`config.mk`:
```
export PLATFORM = sky130hd
export DESIGN_NAME = csa_bist_controller
export DESIGN_NICKNAME = d
export VERILOG_FILES = /design/src/rtl/csa_bist_controller.sv
export SDC_FILE = /design/constraint.sdc
export NUM_CORES = 1
export LEC_CHECK = 0
export ABC_AREA = 0
export CORE_MARGIN = 1
export CORE_UTILIZATION = 47
export CTS_CLUSTER_DIAMETER = 60
export DETAILED_ROUTE_END_ITERATION = 12
export PLACE_DENSITY_LB_ADDON = 0.25
export SKIP_CTS_REPAIR_TIMING = 1
export SLEW_MARGIN = 30
export SYNTH_ARGS = -nofsm -noshare
export SYNTH_HDL_FRONTEND = slang
export SYNTH_SLANG_ARGS = --single-unit
export TNS_END_PERCENT = 30
```
`constraint.sdc`:
```
create_clock -name clk -period 2.65 [get_ports clk]
set_input_delay 0.53 -clock clk [delete_from_list [all_inputs] [get_ports clk]]
set_output_delay 0.53 -clock clk [all_outputs]
set_load 0.005 [all_outputs]
```
`src/rtl/csa_bist_controller.sv`:
```
// csa_bist_controller: sequences one CSA TPG self-test session, compares CUT responses,
// and reports the error count plus the first failing pattern and its syndrome.
module csa_bist_controller #(
    parameter int NUM_PATTERNS = 4,
    parameter int RESP_W       = 6,
    parameter int CMP_DELAY    = 0,
    parameter int IDX_W        = 2,
    parameter int ERR_W        = 3
) (
    input  logic              clk,
    input  logic              init_n,
    input  logic              start,
    input  logic              abort,
    input  logic [RESP_W-1:0] desired_output,
    input  logic [RESP_W-1:0] cut_out,
    output logic              tpg_init,
    output logic              tpg_test,
    output logic              busy,
    output logic              done,
    output logic              pass,
    output logic [ERR_W-1:0]  err_count,
    output logic [IDX_W-1:0]  first_fail_idx,
    output logic [RESP_W-1:0] first_fail_syndrome
);
    localparam logic [1:0] S_IDLE = 2'd0;
    localparam logic [1:0] S_RUN  = 2'd1;
    localparam logic [1:0] S_DONE = 2'd2;
    localparam int CW = $clog2(NUM_PATTERNS + CMP_DELAY) + 1;
    localparam logic [CW-1:0] LAST = CW'(NUM_PATTERNS + CMP_DELAY - 1);
    localparam logic [CW-1:0] DLY  = CW'(CMP_DELAY);
    logic [1:0]        state;
    logic [CW-1:0]     cnt;
    logic [RESP_W-1:0] des_d;
    logic [RESP_W-1:0] syn;
    logic              in_win;
    logic              miss;
    logic              go;
    logic              kill;
    logic [IDX_W-1:0]  pidx;
    // Align the TPG expectation with a CUT whose response lags by CMP_DELAY cycles.
    generate
        if (CMP_DELAY == 0) begin : g_nodly
            assign des_d  = desired_output;
            assign in_win = 1'b1;
        end else begin : g_dly
            logic [RESP_W-1:0] dl [CMP_DELAY];
            always_ff @(posedge clk) begin
                if (!init_n) begin
                    for (int i = 0; i < CMP_DELAY; i++) dl[i] <= '0;
                end else begin
                    dl[0] <= desired_output;
                    for (int i = 1; i < CMP_DELAY; i++) dl[i] <= dl[i-1];
                end
            end
            assign des_d  = dl[CMP_DELAY-1];
            assign in_win = cnt >= DLY;
        end
    endgenerate
    assign syn      = des_d ^ cut_out;
    assign miss     = in_win && |syn;
    assign pidx     = IDX_W'(cnt - DLY);
    assign go       = start && !abort && state != S_RUN;
    assign kill     = abort && state != S_IDLE;
    assign tpg_init = state != S_RUN;
    assign tpg_test = state == S_RUN;
    assign busy     = state == S_RUN;
    assign done     = state == S_DONE;
    assign pass     = done && err_count == '0;
    // Reset, session start and abort all wipe results; abort beats start.
    always_ff @(posedge clk) begin
        if (!init_n || go || kill) begin
            state               <= (init_n && go) ? S_RUN : S_IDLE;
            cnt                 <= '0;
            err_count           <= '0;
            first_fail_idx      <= '0;
            first_fail_syndrome <= '0;
        end else if (state == S_RUN) begin
            if (miss) begin
                if (err_count != '1) err_count <= err_count + 1'b1;
                if (err_count == '0) begin
                    first_fail_idx      <= pidx;
                    first_fail_syndrome <= syn;
                end
            end
            cnt <= cnt + 1'b1;
            if (cnt == LAST) state <= S_DONE;
        end
    end
endmodule

```
==> results.py <==
metrics = {
    "floorplan": {
        "die_y_um": 45.5,
        "core_area_um2": 1750,
        "io_pins": 32,
        "start_util": 0.510,
        "fp.dieArea_um2": 2070,
        "core.rowCount": 15,
        "die_w_um": 45.5,
    },
    "timing": {
        "fin_tns_setup_ps": 0,
        "hold_slack_ps": 481,
        "post-route-min-period_ps": 2200,
        "rsz0062_at_grt": "false",
        "worstMarginPinSlew_ps": 414,
        "slew_violations": 0,
        "max_freq_ghz": 0.455,
        "fin_crit_sh": 0.830,
        "skew_ps": 4.04,
        "hold_viol": 0,
        "max-slew-margin-rel": 0.723,
        "finalSetupViolCount": 0,
    },
    "logic_synthesis": {
        "syn_inst": 92,
        "synthXorXnorAreaFrac": 0.0787,
        "synth_cell_type_count": 24,
        "seq_area_frac_synth": 0.382,
        "syn_area_um2": 891,
        "ys_ff_latch": 16,
        "synth_top_family_by_area": "simple AND/OR/NAND/NOR gates",
        "avgSynthCellArea_um2": 9.68,
        "synthAdderAreaFrac": 0.0702,
        "synth-simple-area-share": 0.219,
        "syn_nets": 113,
        "synth_compound_area_frac": 0.0688,
        "yosys_warnings": 0,
        "synthMuxAreaShare": 0.124,
    },
    "cts": {
        "cts.clk_slew.worst_paths_ps": 90,
        "h-tree-depth": 1,
        "cts_buffers": 3,
        "cts_sinks": 16,
        "root_buffer": "clkbuf_4",
        "clkLatencyLatePin_ps": 280,
        "cts_tree": "yes",
        "clockBufferDepth": 2,
    },
    "hold_path": {
        "min_path_cells": 2,
        "hp-start": "first_fail_syndrome[0]",
        "hold_end": "first_fail_syndrome[0]",
        "hold_path_class": "reg -> reg",
    },
    "final_layout": {
        "n_antenna_cell": 0,
        "drive_gt1_frac": 0.0887,
        "synthToLayoutAreaGrowth_pct": 40.2,
        "final_cell_mix": "clkdlybuf4s50_1 (31), nand3_1 (22), dfxtp_1 (14)",
        "final_common_cell": "clkdlybuf4s50_1",
        "nFillCells": 139,
        "fin_nets": 146,
        "final_cells": 149,
    },
    "critical_path": {
        "path_delay_family": "buffers and inverters",
        "slowest_delay_ps": 520,
        "end_kind": "output port",
        "start_kind": "register",
        "reg2reg_setup_slack_ps": 1170,
        "crit_slowest_cell": "clkdlybuf4s50_1",
        "r2r_cells": 5,
        "crit_chain": "nor2b_1 -> buf_4 -> inv_1 -> clkdlybuf4s50_1",
        "worst-path-buf-inv": 3,
        "r2r-end": "first_fail_syndrome[5]",
        "arrival_ps": 1670,
        "criticalPathCategory": "reg -> out",
        "cp_data_required_time_ps": 2120,
        "worstPathMaxFanout": 10,
        "r2r_start": "state[1]",
    },
    "route": {
        "ant_nets": 0,
        "drtPass1Iterations": 4,
        "num_vias": 775,
        "drtIter0Drc": 17,
        "viasPerCell": 5.20,
        "wl_per_cell_um": 12.8,
        "post-route-drc-count": 0,
        "wirelength_um": 1910,
    },
    "grt": {
        "track_usage": 0.209,
        "grt_max_degree": 23,
        "grt_pass1_wl_um": 3030,
        "grt_pass1_vias": 698,
        "antenna_found_initial": 0,
        "overflow": 0,
    },
    "power": {
        "p_total_mw": 0.574,
        "ir_worst_vdd_mv": 0.264,
        "leakagePower_nw": 0.462,
        "p_per_area_nw_per_um2": 459,
    },
    "status": {
        "status": "completed",
    },
    "placed_design": {
        "place_congestion": 0.708,
        "dp.cells": 145,
        "dp_hpwl_um": 1470,
        "portBuffers": 31,
    },
    "run": {
        "drv_cap": 0,
    },
}
[cell families (layout without fill, tap and decap cells)]
family                   after synthesis  in the layout
AND/OR/NAND/NOR                       35             35
XOR/XNOR                               8              8
AO/OA/AOI/OAI                          6              6
flip-flops                            16             16
adder cells (fa/ha/maj)                5              5
buffers and inverters                 11             43
multiplexers                          11             11
[cell type report]
type	count	area (µm²)	area share
inverters	5	18.8	0.0150
clock buffers	4	26.3	0.0210
flip-flops and latches	16	340	0.273
well taps	25	31.3	0.0251
repair buffers	34	333	0.267
multi-input cells	65	499	0.400
[per-layer routing]
layer	track usage	part of all wire	vias up
li1	-	-	384
met1	0.256	0.43	371
met2	0.343	0.52	18
met4	0.0727	0.0079	0
met3	0.0635	0.041	2
met5	0	0	-
[tightest hold or removal path, cell delays in order, from the launching register on]
cell and delay, ps:
dfxtp_1 320, nand3_1 60, mux2i_1 60
[Yosys cell counts]
cell type	instances	area, µm²
clkbuf_1	2	7.51
and3b_1	1	8.76
nand3b_2	1	11.3
nor3_1	1	5.00
buf_2	2	10.0
a21oi_1	1	5.00
a21oi_4	1	16.3
xor2_1	6	52.6
xnor2_1	2	17.5
nor4_4	1	21.3
nor2_1	3	11.3
a211oi_1	1	7.51
inv_1	5	18.8
ha_1	5	62.6
buf_4	2	15.0
a21o_1	1	7.51
dfxtp_1	14	280
edfxtp_1	2	60.1
nand2_1	4	15.0
a211oi_2	1	12.5
nand3_1	22	110
mux2i_1	11	110
nor2b_1	2	12.5
o22ai_2	1	12.5
[stage by stage]
stage | area (µm²) | utilization | worst slack, ps
after floorplan | 891 | - | 1150
after detailed placement | 1220 | 0.700 | 536
after CTS | 1250 | 0.715 | 433
final | 1250 | 0.715 | 451
after global routing | 1250 | 0.715 | 361
after global placement | 1220 | 0.700 | 578
[flip-flops by register name, summed over array words and instances, names as in the netlist]
| register | cells |
|---|---|
| err_count | 3 |
| cnt | 3 |
| first_fail_syndrome | 6 |
| first_fail_idx | 2 |
| state | 2 |
[how the worst max path moves through the flow]
| stage | from | end | slack, ps | cells past startpoint |
|---|---|---|---|---|
| final | state[0] | tpg_init | 450 | 4 |
| after global routing | state[0] | tpg_init | 360 | 4 |
| after CTS | state[0] | tpg_init | 430 | 4 |
| after detailed placement | cut_out[0] | err_count[1] | 540 | 5 |
| after global placement | desired_output[0] | err_count[2] | 580 | 5 |
| after floorplan | cut_out[4] | err_count[0] | 1150 | 4 |
[power breakdown]
group | switching [mW] | internal [mW] | total, mW
Combinational | 0.0835 | 0.0893 | 0.173
Clock | 0.0748 | 0.0584 | 0.133
Sequential | 0.00917 | 0.259 | 0.268
No activity file was read; power rests on OpenSTA's default activity.
